===== config.mk =====
export PLATFORM = sky130hd
export DESIGN_NAME = csr_access_ctrl
export DESIGN_NICKNAME = d
export VERILOG_FILES = /design/src/rtl/csr_access_ctrl.sv
export SDC_FILE = /design/constraint.sdc
export NUM_CORES = 1
export LEC_CHECK = 0
export BUFFER_PORTS_ARGS = -buffer_cell sky130_fd_sc_hd__buf_2
export CAP_MARGIN = 20
export CORE_MARGIN = 4
export CORE_UTILIZATION = 30
export CTS_BUF_LIST = sky130_fd_sc_hd__clkbuf_2
export DETAILED_ROUTE_END_ITERATION = 16
export SLEW_MARGIN = 15
export SYNTH_ARGS = -nofsm -noshare
export SYNTH_HDL_FRONTEND = slang
export SYNTH_SLANG_ARGS = --single-unit

===== constraint.sdc =====
create_clock -name clk_i -period 1.5 [get_ports clk_i]
set_input_delay 0.3 -clock clk_i [delete_from_list [all_inputs] [get_ports clk_i]]
set_output_delay 0.3 -clock clk_i [all_outputs]
set_load 0.05 [all_outputs]

===== src/rtl/csr_access_ctrl.sv =====
// csr_access_ctrl: arbitrates core/debug CSR requests into a read-modify-write on the CSR file.
// Revision: 1.0
`default_nettype none

module csr_access_ctrl #(
  parameter int DataWidth    = 32,
  parameter int CsrAddrWidth = 12
) (
  input  logic                    clk_i,
  input  logic                    rstn_i,
  input  logic                    core_req_valid_i,
  output logic                    core_req_ready_o,
  input  logic [1:0]              core_op_i,
  input  logic [CsrAddrWidth-1:0] core_addr_i,
  input  logic [DataWidth-1:0]    core_wdata_i,
  output logic                    core_rsp_valid_o,
  output logic [DataWidth-1:0]    core_rdata_o,
  input  logic                    dbg_req_valid_i,
  output logic                    dbg_req_ready_o,
  input  logic [1:0]              dbg_op_i,
  input  logic [CsrAddrWidth-1:0] dbg_addr_i,
  input  logic [DataWidth-1:0]    dbg_wdata_i,
  output logic                    dbg_rsp_valid_o,
  output logic [DataWidth-1:0]    dbg_rdata_o,
  output logic [CsrAddrWidth-1:0] csr_raddr_o,
  input  logic [DataWidth-1:0]    csr_rval_i,
  output logic [CsrAddrWidth-1:0] csr_waddr_o,
  output logic [DataWidth-1:0]    csr_wval_o,
  output logic                    csr_wvalid_o,
  output logic                    busy_o
);

  typedef enum logic [1:0] {
    IDLE  = 2'd0,
    READ  = 2'd1,
    WRITE = 2'd2,
    RESP  = 2'd3
  } state_e;

  localparam logic [1:0] OP_RW = 2'b00;
  localparam logic [1:0] OP_RS = 2'b01;
  localparam logic [1:0] OP_RC = 2'b10;

  state_e                  state_q, state_d;
  logic                    last_dbg_q, last_dbg_d;
  logic                    grant_dbg_q, grant_dbg_d;
  logic [1:0]              op_q, op_d;
  logic [CsrAddrWidth-1:0] addr_q, addr_d;
  logic [DataWidth-1:0]    wdata_q, wdata_d;
  logic [DataWidth-1:0]    rdata_q, rdata_d;
  logic [DataWidth-1:0]    core_hold_q, core_hold_d;
  logic [DataWidth-1:0]    dbg_hold_q, dbg_hold_d;

  logic w_grant_dbg;
  logic w_hs;
  logic w_skip;
  logic w_resp;

  // Round-robin on contention: the requester not served last wins.
  assign w_grant_dbg = (core_req_valid_i && dbg_req_valid_i) ? ~last_dbg_q : dbg_req_valid_i;

  assign core_req_ready_o = (state_q == IDLE) && !w_grant_dbg && core_req_valid_i;
  assign dbg_req_ready_o  = (state_q == IDLE) &&  w_grant_dbg && dbg_req_valid_i;
  assign w_hs             = core_req_ready_o || dbg_req_ready_o;

  // Set/clear with a zero operand must not write (side-effect-free CSR read).
  assign w_skip = (op_q == 2'b11) || ((op_q != OP_RW) && (wdata_q == '0));
  assign w_resp = (state_q == RESP);

  assign busy_o           = (state_q != IDLE);
  assign csr_raddr_o      = addr_q;
  assign csr_waddr_o      = addr_q;
  assign csr_wvalid_o     = (state_q == WRITE);
  assign core_rsp_valid_o = w_resp && !grant_dbg_q;
  assign dbg_rsp_valid_o  = w_resp &&  grant_dbg_q;
  assign core_rdata_o     = core_rsp_valid_o ? rdata_q : core_hold_q;
  assign dbg_rdata_o      = dbg_rsp_valid_o  ? rdata_q : dbg_hold_q;

  always_comb begin
    csr_wval_o = '0;
    if (state_q == WRITE) begin
      case (op_q)
        OP_RW:   csr_wval_o = wdata_q;
        OP_RS:   csr_wval_o = rdata_q | wdata_q;
        OP_RC:   csr_wval_o = rdata_q & ~wdata_q;
        default: csr_wval_o = '0;
      endcase
    end
  end

  always_comb begin
    state_d     = state_q;
    last_dbg_d  = last_dbg_q;
    grant_dbg_d = grant_dbg_q;
    op_d        = op_q;
    addr_d      = addr_q;
    wdata_d     = wdata_q;
    rdata_d     = rdata_q;
    core_hold_d = core_hold_q;
    dbg_hold_d  = dbg_hold_q;
    case (state_q)
      IDLE: begin
        if (w_hs) begin
          grant_dbg_d = w_grant_dbg;
          last_dbg_d  = w_grant_dbg;
          op_d        = w_grant_dbg ? dbg_op_i    : core_op_i;
          addr_d      = w_grant_dbg ? dbg_addr_i  : core_addr_i;
          wdata_d     = w_grant_dbg ? dbg_wdata_i : core_wdata_i;
          state_d     = READ;
        end
      end
      READ: begin
        rdata_d = csr_rval_i;
        state_d = w_skip ? RESP : WRITE;
      end
      WRITE: begin
        state_d = RESP;
      end
      RESP: begin
        if (grant_dbg_q) dbg_hold_d  = rdata_q;
        else             core_hold_d = rdata_q;
        state_d = IDLE;
      end
      default: state_d = IDLE;
    endcase
  end

  always_ff @(posedge clk_i or negedge rstn_i) begin
    if (!rstn_i) begin
      state_q     <= IDLE;
      last_dbg_q  <= 1'b1;
      grant_dbg_q <= 1'b0;
      op_q        <= '0;
      addr_q      <= '0;
      wdata_q     <= '0;
      rdata_q     <= '0;
      core_hold_q <= '0;
      dbg_hold_q  <= '0;
    end else begin
      state_q     <= state_d;
      last_dbg_q  <= last_dbg_d;
      grant_dbg_q <= grant_dbg_d;
      op_q        <= op_d;
      addr_q      <= addr_d;
      wdata_q     <= wdata_d;
      rdata_q     <= rdata_d;
      core_hold_q <= core_hold_d;
      dbg_hold_q  <= dbg_hold_d;
    end
  end

endmodule

`default_nettype wire


== Word-level counts from Yosys, hierarchy flattened ==
Cells that the tools add are included.

* Bits in registers: 146
* Logic and storage cells: 52

* Eq/ne operators: 7
* Multiplexer cells: 11
* Bitwise logic cells: 5
* Reductions and logical operators: 20

{| class="wikitable"
|+ Operators with widths
! cell !! count
|-
| 32-bit two-way mux || 4
|-
| 32-bit case mux with 3 select lines || 1
|-
| 32-bit AND || 1
|-
| 32-bit logical NOT || 1
|-
| 32-bit inverter || 1
|-
| 32-bit OR || 1
|-
| 12-bit two-way mux || 1
|-
| 2-bit == test (second input constant) || 4
|-
| 1-bit logical AND || 8
|-
| 2-bit case mux with 4 select lines || 1
|-
| 2-bit AND reduction || 3
|-
| 2-bit by 1-bit == test with 1-bit output (second input constant) || 2
|-
| 2-bit logical NOT || 2
|-
| 2-bit two-way mux || 2
|-
| 2-bit nonzero test || 2
|-
| 1-bit logical NOT || 2
|-
| 1-bit logical OR || 2
|-
| 1-bit two-way mux || 2
|-
| 2-bit inequality test (second input constant) || 1
|-
| 1-bit inverter || 2
|}

== Depth between registers and ports, before layout ==
* Word-level depth: 8
* Gate-level depth with buffers: 7
* Depth with buffers taken out: 5

== Worst setup path after synthesis ==
OpenSTA, ideal clock, no wires.

* Kind: register -> output
* Start: register state_q[0]
* End: output port core_rdata_o[0]
* Data arrival time: 2.115 ns
* Required time: 1.200 ns
* Path slack: -0.915 ns
* Stages on the path, launching flop included: 6
* Buffers on the path: 2
* Path through: dfrtp_1 > ha_1 > nand2b_1 > buf_2 > clkbuf_1 > o21ai_0

* Word-level cells in the longest chain between the ends: 3

{| class="wikitable"
|+ Ends and longest elaborated chain
! element !! RTL line !! RTL
|-
| from (decl) || 44 || <nowiki>state_e state_q, state_d;</nowiki>
|-
| from (signal assigned) || 140 || <nowiki>state_q <= state_d;</nowiki>
|-
| 2-bit == test || 68 || <nowiki>assign w_resp = (state_q == RESP);</nowiki>
|-
| 1-bit logical AND || 74 || <nowiki>assign core_rsp_valid_o = w_resp && !grant_dbg_q;</nowiki>
|-
| 32-bit two-way mux || 76 || <nowiki>assign core_rdata_o = core_rsp_valid_o ? rdata_q : core_hold_q;</nowiki>
|-
| to (decl) || 17 || <nowiki>output logic [DataWidth-1:0] core_rdata_o,</nowiki>
|}

Every way passes these cells.

== Worst setup path after layout ==
* Start: register state_q[0]
* End: output port dbg_rdata_o[30]

* Word-level cells in the longest chain between the ends: 3

{| class="wikitable"
|+ Ends and longest elaborated chain
! element !! RTL line !! RTL
|-
| 2-bit == test || 68 ||
|-
| 1-bit logical AND || 75 || <nowiki>assign dbg_rsp_valid_o = w_resp && grant_dbg_q;</nowiki>
|-
| 32-bit two-way mux || 77 || <nowiki>assign dbg_rdata_o = dbg_rsp_valid_o ? rdata_q : dbg_hold_q;</nowiki>
|-
| to (decl) || 24 || <nowiki>output logic [DataWidth-1:0] dbg_rdata_o,</nowiki>
|}

Every way passes these cells.

==> flow_summary.ini <==
[worst_setup_path]
r2r-end = state_q[0]
endpoint_kind = output pin
r2r-start = state_q[0]
cp_max_fo = 10
cp.required_ns = 1.20
criticalPathCategory = flip-flop to output pin
reg2reg_slack_ns = -0.21
cp-startpoint = state_q[0]
critPathCapture = dbg_rdata_o[30]
start_kind = flip-flop
cp.arrival_ns = 2.16
reg2regPathDepth = 6

[floorplan]
die_w_um = 158
start_util_pct = 30.7
core_area_mm2 = 0.0219
rows = 54
io_pins = 254
dieArea_mm2 = 0.0248
die_y_um = 158

[pwr]
internal-power_mw = 16.9
p_sw_share_pct = 51.2
ir_worst_vdd_mv = 1.55
switchingPower_mw = 17.7
power_frac_comb_pct = 72.0
seqPwrFrac_pct = 20.7
clkPwrFrac_pct = 7.2
leakage_nw = 6.11
power_density_mw_per_mm2 = 2590

[finish]
stdcell_count = 1457
area_delta_synth_final_pct = 99.3
drive_gt1_share_pct = 50.6
final_nets = 1293

[global_routing]
grt_first_pass_wirelength_um = 42300
antenna_found_initial = 4
grt_usage_pct = 22.2
grt_remaining_overflow = 0
grt_pass1_vias = 7485
grt_max_degree = 35

[clocking]
clock_latency_ns = 0.73
cts_max_path_buffers = 2
root_buffer = clkbuf_2
cts_tree = done
htreeDepth = 4
cts_sinks = 146
path_clk_slew_ns = 0.24
cts-buffers-inserted = 17

[place]
port_buffers = 253
place_ws_ns = -0.339
gp_congestion = 0.803
place_inst = 1266
dp_hpwl_um = 16700

[synthesis]
synth_mux_area_share_pct = 6.86
yosysSeqAreaShare_pct = 54.4
syn-num-nets = 839
synth-xor-area-share_pct = 0
yosysWarnings = 0
yosys_register_bits = 146
yosys.area_share.simple_pct = 12.9
postSynthAreaPerCell_um2 = 9.51
synth_fa_ha_area_share_pct = 0.931
synth-compound-area-share_pct = 18.0
syn_area_mm2 = 0.00672
synth_cell_types = 29
synth_top_family_by_area = compound AO/OA/AOI/OAI gates
syn_inst = 706

[routing]
via_count = 7119
drt_wl_total_um = 29100
routed.top_layer = met4
drt-initial-drc-count = 376
drtAntennaViolNets = 0
first_pass_iters = 5
wl_met2_um = 15200
vias_per_cell = 4.89
post-route-drc-count = 0
m1WireLength_um = 11800
routedWlPerCell_um = 20.0
met3WireLength_um = 1510

[timing]
hold_viol = 0
worst_slew_pin_slew_ns = 0.655
finalSetupViolations = 176
fmaxAchievable_ghz = 0.406
rsz0062_at_grt = true
maxSlewHeadroom_pct = 56.2
setup_ws_ns = -0.963
finalCritPeriodShare_pct = 164
slew_violations = 0
fin_crit_ns = 2.46
clock-skew-final_ns = 0.0359

[hold_path]
hold_path_class = input pin to flip-flop

[status]
violations = negative setup slack
status = finished, violations left

[flow_run]
maxCapViolations = 0
[cell usage in the layout, fill, tap and decap left out, drive strengths merged]
cell and count:
inv 44, and4bb 1, dfrtp 145, and4b 1, nand2 145, a21oi 33, o32ai 33, and2 33
buf 365, a21o 2, bufinv 2, mux2i 46, dfstp 1, clkbuf 22, o211ai 1, nand2b 2
nand4 1, clkinv 3, ha 5, nor4 7, a21boi 1, clkinvlp 3, diode 4, or2 1
or3b 1, dlygate4sd3 127, nand3 2, nor2 2, o21ai 144
[power by group through the flow]
stage	registers, mW	logic [mW]	clock network (mW)
2_1_floorplan	7.22	14.1	0
3_3_place_gp	6.96	19.1	0
3_5_place_dp	6.97	19.3	0
4_1_cts	7.05	23.4	2.59
5_1_grt	7.38	26.2	2.75
6_report	7.18	25.0	2.51
[routing by layer]
metal | vias to the layer above | GRT usage [%]
met3 | 38 | 4.43
met4 | 0 | 7.29
met2 | 233 | 37.7
met1 | 3512 | 28.4
met5 | - | 0
li1 | 3336 | -
[Yosys cell counts]
| cell | count | area share (%) |
|---|---|---|
| a21boi_2 | 1 | 0.17 |
| a21o_1 | 2 | 0.22 |
| a21oi_1 | 33 | 2.5 |
| and2_1 | 33 | 3.1 |
| and4b_1 | 1 | 0.15 |
| and4bb_2 | 1 | 0.19 |
| buf_1 | 3 | 0.17 |
| buf_2 | 14 | 1.0 |
| buf_4 | 15 | 1.7 |
| buf_6 | 2 | 0.34 |
| clkbuf_1 | 27 | 1.5 |
| clkbuf_2 | 1 | 0.074 |
| dfrtp_1 | 145 | 54 |
| dfstp_2 | 1 | 0.39 |
| ha_1 | 5 | 0.93 |
| inv_1 | 37 | 2.1 |
| mux2i_1 | 46 | 6.9 |
| nand2_1 | 145 | 8.1 |
| nand2b_1 | 2 | 0.19 |
| nand3_1 | 2 | 0.15 |
| nand4_1 | 1 | 0.093 |
| nor2_1 | 2 | 0.11 |
| nor4_1 | 7 | 0.65 |
| o211ai_1 | 1 | 0.11 |
| o21ai_0 | 124 | 9.2 |
| o21ai_1 | 20 | 1.5 |
| o32ai_1 | 33 | 4.3 |
| or2_2 | 1 | 0.093 |
| or3b_1 | 1 | 0.13 |
[sequential cells by signal (all words and copies together) (netlist names)]
| register | count |
|---|---|
| last_dbg_q | 1 |
| state_q | 2 |
| dbg_hold_q | 32 |
| csr_raddr_o | 12 |
| grant_dbg_q | 1 |
| core_hold_q | 32 |
| op_q | 2 |
| wdata_q | 32 |
| rdata_q | 32 |
[cell type report]
type,count,area [um2]
clock buffer,17,85.1
tap,280,350
antenna,4,10.0
multi-input combinational,461,3920
inverter,37,144
timing repair buffer,497,5050
clock inverter,15,170
fill,1706,8510
sequential,146,3660
[worst min-delay path by stage]
stage                           startpoint              to  depth (start not counted)
after global routing      core_req_valid_i      state_q[1]                          4
after floorplan                     rstn_i  core_hold_q[0]                          0
final                     core_req_valid_i      state_q[1]                          4
after CTS                 core_req_valid_i      state_q[1]                          4
after detailed placement            rstn_i  csr_raddr_o[9]                          1
after global placement              rstn_i  csr_raddr_o[9]                          1
[what timing repair did]
item                                    CTS  global route
resized for setup                       341            70
setup buffers                             5             9
gates cloned                              8             6
hold endpoints to repair                225             0
endpoints found under the setup margin  189           202
hold buffers                            128             0
pin swaps                                 5            12
[cells by family after synthesis]
| kind of cell | after synthesis |
|---|---|
| and+or+nand+nor | 196 |
| DFF | 146 |
| AOI/OAI and AO/OA | 214 |
| muxes | 46 |
| adders and majority gates | 5 |
| buffers and inverters | 99 |
[metrics by stage]
step / total power, mW / hold slack (ns) / util (%) / cell area [um2] / setup TNS (ns)
floorplan: 21.3 / 0.00441 / - / 7960 / -8.47
finish: 34.6 / 0.0757 / 61.1 / 13400 / -101.79
global placement: 26.1 / 0.275 / 45.9 / 10000 / -26.86
detailed placement: 26.3 / 0.275 / 45.9 / 10000 / -30.46
global route: 36.3 / 0.00871 / 61.1 / 13400 / -122.27
CTS: 33.0 / 0.00802 / 59.0 / 12900 / -112.50
[worst max-delay path: stages, from the launching register on]
cell	delay [ns]
dfrtp_1	0.46
ha_4	0.20
nand2_8	0.14
buf_16	0.20
buf_12	0.13
o21ai_4	0.14
buf_8	0.17
Power figures use the tool's default switching activity.
